--- src/rtl/bcd_pkg.sv ---
// Shared definitions for the binary-to-BCD converter: FSM state encoding,
// default operand/result sizes and the largest value representable in BCD.
package bcd_pkg;

  localparam int DEF_WIDTH  = 14;
  localparam int DEF_DIGITS = 4;

  typedef enum logic [1:0] {
    IDLE = 2'd0,
    CONV = 2'd1,
    DONE = 2'd2
  } state_t;

  // Largest value that fits in 'digits' BCD digits: 10^digits - 1.
  function automatic longint unsigned bcd_max(input int digits);
    longint unsigned p;
    p = 1;
    for (int i = 0; i < digits; i++) begin
      p = p * 10;
    end
    return p - 1;
  endfunction

endpackage

--- src/rtl/shift_add3.sv ---
// Per-digit double-dabble correction: a digit of 5 or more gets 3 added so
// that the following left shift carries correctly into the next digit.
// Inputs are always 0..9, so the result never exceeds 12 and fits in 4 bits.
module shift_add3 (
  input  logic [3:0] d,
  output logic [3:0] q
);

  assign q = (d >= 4'd5) ? d + 4'd3 : d;

endmodule

--- src/rtl/bin2bcd_ctrl.sv ---
// Sequential binary-to-BCD converter (shift-and-add-3, one bit per cycle).
// A conversion is started from IDLE, runs WIDTH shift cycles in CONV, then
// publishes the result from DONE with a one-cycle done pulse.
//
// Handshake: start is only looked at while busy=0 (IDLE); a start seen there
// captures bin on that edge. done is a single-cycle pulse; bcd/ovf stay valid
// and stable until the next done pulse (or reset).
//
// Optional feature: define BIN2BCD_OVF_SAT_EN to saturate bcd to all 9s and
// flag ovf when bin exceeds 10^DIGITS-1. Without it, ovf is tied low and bcd
// holds bin mod 10^DIGITS.
module bin2bcd_ctrl
  import bcd_pkg::*;
#(
  parameter int WIDTH  = DEF_WIDTH,
  parameter int DIGITS = DEF_DIGITS
) (
  input  logic                  clk,
  input  logic                  reset,
  input  logic                  start,
  input  logic [WIDTH-1:0]      bin,
  output logic                  busy,
  output logic                  done,
  output logic [4*DIGITS-1:0]   bcd,
  output logic                  ovf
);

  localparam int CW = $clog2(WIDTH + 1);
  localparam int SW = 4 * DIGITS;

`ifdef BIN2BCD_OVF_SAT_EN
  localparam longint unsigned MAXV = bcd_max(DIGITS);
  // Overflow is only reachable when some WIDTH-bit value exceeds MAXV.
  localparam bit OVF_POSSIBLE = ($clog2(MAXV + 2) <= WIDTH);
  localparam logic [WIDTH-1:0] MAX_W = OVF_POSSIBLE ? WIDTH'(MAXV) : '1;
  logic ovf_pend;
`endif

  state_t          state;
  logic [CW-1:0]   cnt;
  logic [WIDTH-1:0] sr;
  logic [SW-1:0]   scratch;
  logic [SW-1:0]   adj;

  // Add-3 correction for every scratch digit ahead of the shift.
  for (genvar i = 0; i < DIGITS; i++) begin : g_dig
    shift_add3 u_add3 (
      .d (scratch[4*i +: 4]),
      .q (adj[4*i +: 4])
    );
  end

`ifndef BIN2BCD_OVF_SAT_EN
  assign ovf = 1'b0;
`endif

  // Control FSM and datapath: load, WIDTH shift cycles, then publish result.
  always_ff @(posedge clk or posedge reset) begin
    if (reset) begin
      state   <= IDLE;
      busy    <= 1'b0;
      done    <= 1'b0;
      bcd     <= '0;
      cnt     <= '0;
      scratch <= '0;
      sr      <= '0;
`ifdef BIN2BCD_OVF_SAT_EN
      ovf      <= 1'b0;
      ovf_pend <= 1'b0;
`endif
    end else begin
      done <= 1'b0;
      case (state)
        IDLE: begin
          if (start) begin
            sr      <= bin;
            scratch <= '0;
            cnt     <= CW'(WIDTH);
            busy    <= 1'b1;
            state   <= CONV;
`ifdef BIN2BCD_OVF_SAT_EN
            ovf_pend <= OVF_POSSIBLE && (bin > MAX_W);
`endif
          end
        end
        CONV: begin
          // Bits leaving the top digit are dropped: result is mod 10^DIGITS.
          {scratch, sr} <= {adj, sr} << 1;
          cnt           <= cnt - CW'(1);
          if (cnt == CW'(1)) begin
            state <= DONE;
          end
        end
        DONE: begin
`ifdef BIN2BCD_OVF_SAT_EN
          if (ovf_pend) begin
            bcd <= {DIGITS{4'h9}};
            ovf <= 1'b1;
          end else begin
            bcd <= scratch;
            ovf <= 1'b0;
          end
`else
          bcd <= scratch;
`endif
          done  <= 1'b1;
          busy  <= 1'b0;
          state <= IDLE;
        end
        default: begin
          state <= IDLE;
          busy  <= 1'b0;
        end
      endcase
    end
  end

endmodule
--- config.mk ---
export PLATFORM = sky130hd
export DESIGN_NAME = bin2bcd_ctrl
export DESIGN_NICKNAME = d
export VERILOG_FILES = /design/src/rtl/bcd_pkg.sv /design/src/rtl/shift_add3.sv /design/src/rtl/bin2bcd_ctrl.sv
export SDC_FILE = /design/constraint.sdc
export NUM_CORES = 1
export LEC_CHECK = 0
export CAP_MARGIN = 20
export CORE_MARGIN = 10
export CORE_UTILIZATION = 40
export DETAILED_ROUTE_END_ITERATION = 7
export PLACE_DENSITY = 0.58
export SLEW_MARGIN = 20
export SYNTH_ARGS = -nofsm -noshare
export SYNTH_HDL_FRONTEND = slang
export SYNTH_HIERARCHICAL = 1
export SYNTH_SLANG_ARGS = --single-unit
--- constraint.sdc ---
create_clock -name clk -period 4.5 [get_ports clk]
set_input_delay 1.125 -clock clk [delete_from_list [all_inputs] [get_ports clk]]
set_output_delay 1.125 -clock clk [all_outputs]
set_load 0.02 [all_outputs]
Word level (Yosys, flattened, before mapping):

Cells that the tools add are included.

* bitwise logic cells: 1
* reduce and logical (&&, ||, !) cells: 5
* eq/ne operators: 5
* add/sub/neg operators: 5
* multiply operators: 0
* muxes and demuxes: 16
* div/mod/pow operators: 0
* order comparisons: 4
* shift operators: 0

Operator list (count)
* case mux 16 bit (2 select lines): 1
* case mux 14 bit (2 select lines): 1
* >= comparator 4 x 3 -> 1 bit, second input constant: 4
* two-way mux 16 bit: 1
* two-way mux 4 bit: 4
* two-way mux 14 bit: 1
* adder 4 x 2 -> 4 bit, second input constant: 3
* case mux 4 bit (2 select lines): 1
* AND reduction 2 bit: 3
* equality test 4 x 1 -> 1 bit, second input constant: 1
* two-way mux 2 bit: 2
* != test 2 bit, second input constant: 2
* case mux 2 bit (2 select lines): 1
* subtractor 4 x 1 -> 4 bit, second input constant: 1
* adder 3 x 2 -> 3 bit, second input constant: 1
* two-way mux 3 bit: 1
* equality test 2 x 1 -> 1 bit, second input constant: 1
* equality test 2 bit, second input constant: 1
* zero test 2 bit: 1
* two-way mux 1 bit: 2
* case mux 1 bit (2 select lines): 1
* nonzero test 2 bit: 1
* NOT 1 bit: 1

* memory bits (writable): 0
* logic and storage cells: 43
* output and inout port bits: 19
* memories kept: 0
* register bits after elaboration: 54
* bits in read-only memories: 0
* input port bits: 17
* bits in latches: 0

Logic depth before layout (Yosys ltp):

Gate-level depths: netlist (run 1).

* depth after elaboration: 3
* mapped depth: 6
* mapped depth without buffers: 6

Modules after synthesis:

Netlist (run 1), hierarchy kept.

Modules (own cells, without submodules)
* bin2bcd_ctrl: seq. area each 1351.3 sq um, cells an instance 168, area an instance 2217.1 sq um, instances 1
* shift_add3: seq. area each 0.0 sq um, cells an instance 16, area an instance 101.3 sq um, instances 4

Least setup slack after synthesis (run 1):

No wires, ideal clock.

* kind: input -> register
* start point: in start
* end point: reg sr[4]
* path slack: 2.798 ns
* path buffers: 1
* stages: 3
* required time: 4.372 ns
* arrival time: 1.574 ns
* cells stage by stage: o21bai_4 buf_2 o21ai_0

* cells in the longest elaborated chain, start to end: 2

RTL lines
* start: declaration: line bin2bcd_ctrl.sv:20 `input logic start,`
* != test 2 bit (no line)
* AND reduction 2 bit (no line)
* end signal: assignment: line bin2bcd_ctrl.sv:76 `sr <= bin;`
* end signal: assignment: line bin2bcd_ctrl.sv:88 `{scratch, sr} <= {adj, sr} << 1;`
* end: declaration: line bin2bcd_ctrl.sv:41 `logic [WIDTH-1:0] sr;`

No other way between the ends.
A chain may end at the register's enable or synchronous reset.

Worst setup path after layout (run 1):

* start point: in start
* end point: reg cnt[2]

* cells in the longest elaborated chain, start to end: 2

RTL lines
* != test 2 bit (no line)
* AND reduction 2 bit (no line)
* end signal: assignment: line bin2bcd_ctrl.sv:78 `cnt <= CW'(WIDTH);`
* end signal: assignment: line bin2bcd_ctrl.sv:89 `cnt <= cnt - CW'(1);`
* end: declaration: line bin2bcd_ctrl.sv:40 `logic [CW-1:0] cnt;`

No other way between the ends.

==> flow_metrics.py, run 1 <==
metrics = {
    "global_route": {
        "grt.busiest_layer": "met2",
        "grt_pass1_wl_mm": 7.76,
        "grt_pass1_vias": 1690,
        "grtUsageMet2_pct": 14.7,
        "gr-usage-met3_pct": 2.47,
        "grt.total_usage_pct": 9.12,
        "grt_max_degree": 46,
        "antenna_found_initial": 0,
        "grtUsageMet1_pct": 11.2,
        "grt-ovfl-total": 0,
    },
    "die": {
        "die_y_um": 101,
        "dieArea_sq_um": 10100,
        "start_util_pct": 41.0,
        "io_pins": 36,
        "die_w_um": 101,
        "rows": 29,
        "core-area_sq_um": 6350,
    },
    "setup_path": {
        "critPathCaptureType": "flop",
        "start_kind": "input pin",
        "arrival_ns": 2.60,
        "worstPathRequired_ns": 4.67,
        "cp_max_fo": 45,
        "crit_type": "input pin to flop",
    },
    "cts": {
        "max-clock-path-buffers": 2,
        "cts-root-buf": "clkbuf_8",
        "path_clk_slew_ns": 0.09,
        "postCtsResizedCells": 0,
        "clock_latency_ns": 0.30,
        "cts.sinks": 54,
        "htreeDepth": 2,
        "cts_setup_buffers": 0,
        "cts_tree": "built",
        "hold_buffers": 0,
        "numCtsBuffers": 5,
    },
    "timing": {
        "setup_violations": 0,
        "period_share_pct": 54.1,
        "skew_ns": 0.00670,
        "fmax_ghz": 0.410,
        "tns_ns": 0,
        "drv_slew": 0,
        "tightest_slew_ns": 0.954,
        "post-route-min-period_ns": 2.44,
        "relSlewSlack_pct": 36.2,
        "rsz0062_at_grt": "no",
        "hold_viol": 0,
        "whs_ns": 0.489,
    },
    "job": {
        "drv_cap": 0,
    },
    "detailed_routing": {
        "final_antenna_net_count": 0,
        "post_drt_wl_per_cell_um": 13.3,
        "drt_iter0_markers": 50,
        "drt-total-wl_mm": 4.42,
        "drc": 0,
        "via_per_inst": 4.96,
        "firstDrtPassIters": 6,
        "detailroute.via_count": 1653,
    },
    "synth": {
        "syn_area_sq_um": 2600,
        "syn_avg_cell_area_sq_um": 11.4,
        "yosysWarnings": 6,
        "netlist_instances": 228,
        "syn-num-nets": 255,
    },
    "final_layout": {
        "layout-drive-gt1-share_pct": 11.7,
        "fill_cells": 582,
        "area_delta_synth_final_pct": 15.9,
        "final_common_cell": "dfrtp_1",
        "multiInputGateArea_sq_um": 1090,
        "fin_nets": 284,
        "seqCellArea_sq_um": 1350,
        "diodes": 0,
        "layout_common_cells": "dfrtp_1 (54), clkdlybuf4s50_1 (34), nand2_1 (30)",
    },
    "placement": {
        "portBuffers": 34,
        "hpwlAfterDp_mm": 3.10,
        "gp_congestion": 0.743,
    },
    "power_and_ir_drop": {
        "vdd.ir_drop.worst_uv": 287,
        "p_leak_nw": 1.43,
        "power_density_nw_per_um2": 661,
    },
    "run_status": {
        "outcome": "finished, final reports clean",
    },
    "hold_path": {
        "hold_path_class": "flop to flop",
    },
}
-- final timing paths --
check                      slack, ns                     end                 start  cells past startpoint
setup / recovery                2.06      cnt[2]$_DFFE_PP0P_                 start                      4
hold / removal                  0.49      sr[12]$_DFFE_PP0P_    sr[12]$_DFFE_PP0P_                      2
setup reg to reg                2.69      bcd[3]$_DFFE_PP0P_  state[0]$_DFFE_PP0P_                      2
hold reg to reg                 0.49      sr[12]$_DFFE_PP0P_    sr[12]$_DFFE_PP0P_                      2
max in group asynchronous       2.52  scratch[9]$_DFFE_PP0P_                 reset                      3
min in group asynchronous       1.21  scratch[1]$_DFFE_PP0P_                 reset                      2
-- registers in the layout, indices dropped and copies added (netlist names) --
register and flops:
sr 14, state 2, scratch 16, done 1, bcd 16, busy 1, cnt 4
-- per-stage QoR --
step | setup slack [ns] | cells | area (sq um) | power [mW] | util [%]
2_1_floorplan | 2.06 | 228 | 2600 | 1.57 | -
3_3_place_gp | 1.73 | 327 | 2930 | 1.75 | 46.2
3_5_place_dp | 1.69 | 327 | 2930 | 1.77 | 46.2
4_1_cts | 2.02 | 333 | 3020 | 2.03 | 47.5
5_1_grt | 1.89 | 333 | 3020 | 2.18 | 47.5
6_report | 2.06 | 333 | 3020 | 1.99 | 47.5
-- where the power goes --
part | leakage [nW] | total, mW | internal, mW | switching, mW
Clock | 0.0431 | 0.261 | 0.119 | 0.142
Combinational | 0.688 | 0.882 | 0.465 | 0.418
Sequential | 0.696 | 0.852 | 0.681 | 0.171
Total | 1.43 | 1.99 | 1.26 | 0.731
-- metal layers --
layer,part of all wire (%),wire (um)
met4,1.2,55
met1,48,2120
met5,0,0
met2,46,2040
met3,4.5,200
-- layout make-up --
class | instances | share of cell area [%]
clock buffer | 6 | 2.74
inverter | 13 | 1.62
multi-input combinational | 148 | 36.1
sequential | 54 | 44.8
tap | 77 | 3.19
timing repair buffer | 35 | 11.5
-- critical path, cell delays in order --
cell             delay (ns)
clkdlybuf4s50_1        0.45
o21bai_4               0.76
nor2b_1                0.22
a21oi_1                0.05
No activity file was read; power rests on OpenSTA's default activity.
==> inputs of run 2 (changes only) <==
--- a/config.mk
+++ b/config.mk
@@ -9,7 +9,7 @@
 export CORE_MARGIN = 10
 export CORE_UTILIZATION = 40
 export DETAILED_ROUTE_END_ITERATION = 7
-export PLACE_DENSITY = 0.58
+export PLACE_DENSITY = 0.61
 export SLEW_MARGIN = 20
 export SYNTH_ARGS = -nofsm -noshare
 export SYNTH_HDL_FRONTEND = slang
==> constraint.sdc (replaced) <==
create_clock -name clk -period 2 [get_ports clk]
set_input_delay 0.5 -clock clk [delete_from_list [all_inputs] [get_ports clk]]
set_output_delay 0.5 -clock clk [all_outputs]
set_load 0.02 [all_outputs]
==> run 2 against run 1 <==
  * Count of clock-buffer cells in the layout shrank 1
  * Sequential share of layout area shrank 1.8 points
  * Worst setup slack lost 1.9 ns
==> flow_metrics.py, run 2 (synthesized netlist as in run 1, its figures left out) <==
metrics = {
    "cts": {
        "postCtsResizedCells": 0,
        "cts-root-buf": "clkbuf_8",
        "max-clock-path-buffers": 2,
        "htreeDepth": 2,
        "cts_tree": "built",
        "clock_latency_ns": 0.31,
        "numCtsBuffers": 5,
        "cts_setup_buffers": 0,
        "cts.sinks": 54,
        "path_clk_slew_ns": 0.10,
        "hold_buffers": 0,
    },
    "power_and_ir_drop": {
        "p_seq_share_pct": 39.2,
        "p_int_mw": 3.14,
        "p_sw_mw": 1.70,
        "vdd.ir_drop.worst_uv": 662,
        "swShare_pct": 35.2,
        "power_density_nw_per_um2": 1540,
        "p_leak_nw": 1.49,
        "clockPowerShare_pct": 17.8,
        "combPwrFrac_pct": 43.0,
    },
    "global_route": {
        "grt.total_usage_pct": 9.12,
        "grt_pass1_wl_mm": 7.66,
        "antenna_found_initial": 0,
        "grt_pass1_vias": 1650,
        "grt_max_degree": 55,
        "grt-ovfl-total": 0,
    },
    "setup_path": {
        "cp_max_fo": 2,
        "worstPathRequired_ns": 1.50,
        "crit_end": "busy",
        "r2r_setup_slack_ns": 0.53,
        "timing.rr.start": "state[1]$_DFFE_PP0P_",
        "slowest_delay_ns": 0.61,
        "crit_family": "buffers and inverters",
        "crit_type": "flop to primary output",
        "arrival_ns": 1.30,
        "cp.depth": 1,
        "cp-startpoint": "busy$_DFFE_PP0P_",
        "cpMaxStageDelayCell": "clkdlybuf4s50_1",
        "start_kind": "flop",
        "critPathCaptureType": "primary output",
        "worst-path-buf-inv": 1,
        "path_cells": "clkdlybuf4s50_1",
        "crit-reg2reg-capture": "scratch[14]$_DFFE_PP0P_",
        "r2r_cells": 3,
    },
    "final_layout": {
        "final_common_cell": "dfrtp_1",
        "layout-drive-gt1-share_pct": 14.4,
        "diodes": 0,
        "fin_nets": 290,
        "area_delta_synth_final_pct": 20.7,
        "layout_common_cells": "dfrtp_1 (54), clkdlybuf4s50_1 (34), nand2_1 (30)",
        "fin_util_pct": 49.5,
        "reg_top3": "bcd x16, scratch x16, sr x14",
    },
    "placement": {
        "portBuffers": 34,
        "hpwlAfterDp_mm": 3.16,
        "gp_congestion": 0.771,
    },
    "timing": {
        "skew_ns": 0.00838,
        "tightest_slew_ns": 0.529,
        "rsz0062_at_grt": "no",
        "relSlewSlack_pct": 64.7,
        "tns_ns": 0,
        "post-route-min-period_ns": 1.80,
        "hold_viol": 0,
        "drv_slew": 0,
        "period_share_pct": 90.0,
        "fmax_ghz": 0.555,
        "setup_violations": 0,
    },
    "detailed_routing": {
        "detailroute.via_count": 1725,
        "post_drt_wl_per_cell_um": 13.1,
        "drt-total-wl_mm": 4.48,
        "via_per_inst": 5.06,
        "drt_iter0_markers": 51,
        "final_antenna_net_count": 0,
        "firstDrtPassIters": 4,
        "drc": 0,
    },
    "die": {
        "die_y_um": 101,
        "start_util_pct": 41.0,
        "io_pins": 36,
        "dieArea_sq_um": 10100,
        "core-area_sq_um": 6350,
        "die_w_um": 101,
        "rows": 29,
    },
    "run_status": {
        "outcome": "finished, final reports clean",
    },
    "job": {
        "drv_cap": 0,
    },
    "hold_path": {
        "hold_path_class": "flop to flop",
    },
}
## run 2: cell count changes in the layout (fill, tap and decap cells not counted)
cell	before	now
bufinv_16	0	2
buf_4	1	5
clkinv_4	0	1
buf_12	0	2
clkbuf_8	6	5
## run 2: area by class of cell
cell class,instances,area [sq um]
Timing Repair Buffer,41,418
Multi-Input combinational cell,148,1090
Clock inverter,3,68.8
Inverter,13,48.8
Tap cell,77,96.3
Sequential cell,54,1350
Clock buffer,5,68.8
Fill cell,576,3210
## run 2: power groups by stage
| stage | Clock (mW) | Combinational [mW] | Sequential, mW |
|---|---|---|---|
| finish | 0.863 | 2.08 | 1.90 |
| detailed placement | 0 | 2.12 | 1.93 |
| floorplan | 0 | 1.57 | 1.95 |
| CTS | 0.892 | 2.13 | 1.91 |
| global route | 0.930 | 2.33 | 1.97 |
| global placement | 0 | 2.07 | 1.92 |
## run 2: worst min path at each step
stage,start,to,cells after the start
6_report,sr[10]$_DFFE_PP0P_,sr[10]$_DFFE_PP0P_,2
5_1_grt,sr[10]$_DFFE_PP0P_,sr[10]$_DFFE_PP0P_,2
4_1_cts,sr[10]$_DFFE_PP0P_,sr[10]$_DFFE_PP0P_,2
3_5_place_dp,sr[10]$_DFFE_PP0P_,sr[10]$_DFFE_PP0P_,2
3_3_place_gp,sr[10]$_DFFE_PP0P_,sr[10]$_DFFE_PP0P_,2
2_1_floorplan,sr[3]$_DFFE_PP0P_,sr[3]$_DFFE_PP0P_,2
## run 2: per-layer routing
layer / global-route usage, % / up-vias / wire [um]
li1: - / 846 / -
met1: 11.3 / 840 / 2070
met2: 14.6 / 32 / 2140
met3: 3.09 / 7 / 216
met4: 2.83 / 0 / 53
met5: 0 / - / 0
## run 2: stage by stage
stage	cell area [sq um]	setup WS (ns)	cells	total power, mW	hold WS, ns
3_5_place_dp	3000	0.249	333	4.05	0.470
5_1_grt	3140	0.151	341	5.23	0.513
3_3_place_gp	3000	0.322	333	3.99	0.465
6_report	3140	0.199	341	4.84	0.483
2_1_floorplan	2600	0.185	228	3.53	0.449
4_1_cts	3140	0.185	341	4.93	0.492
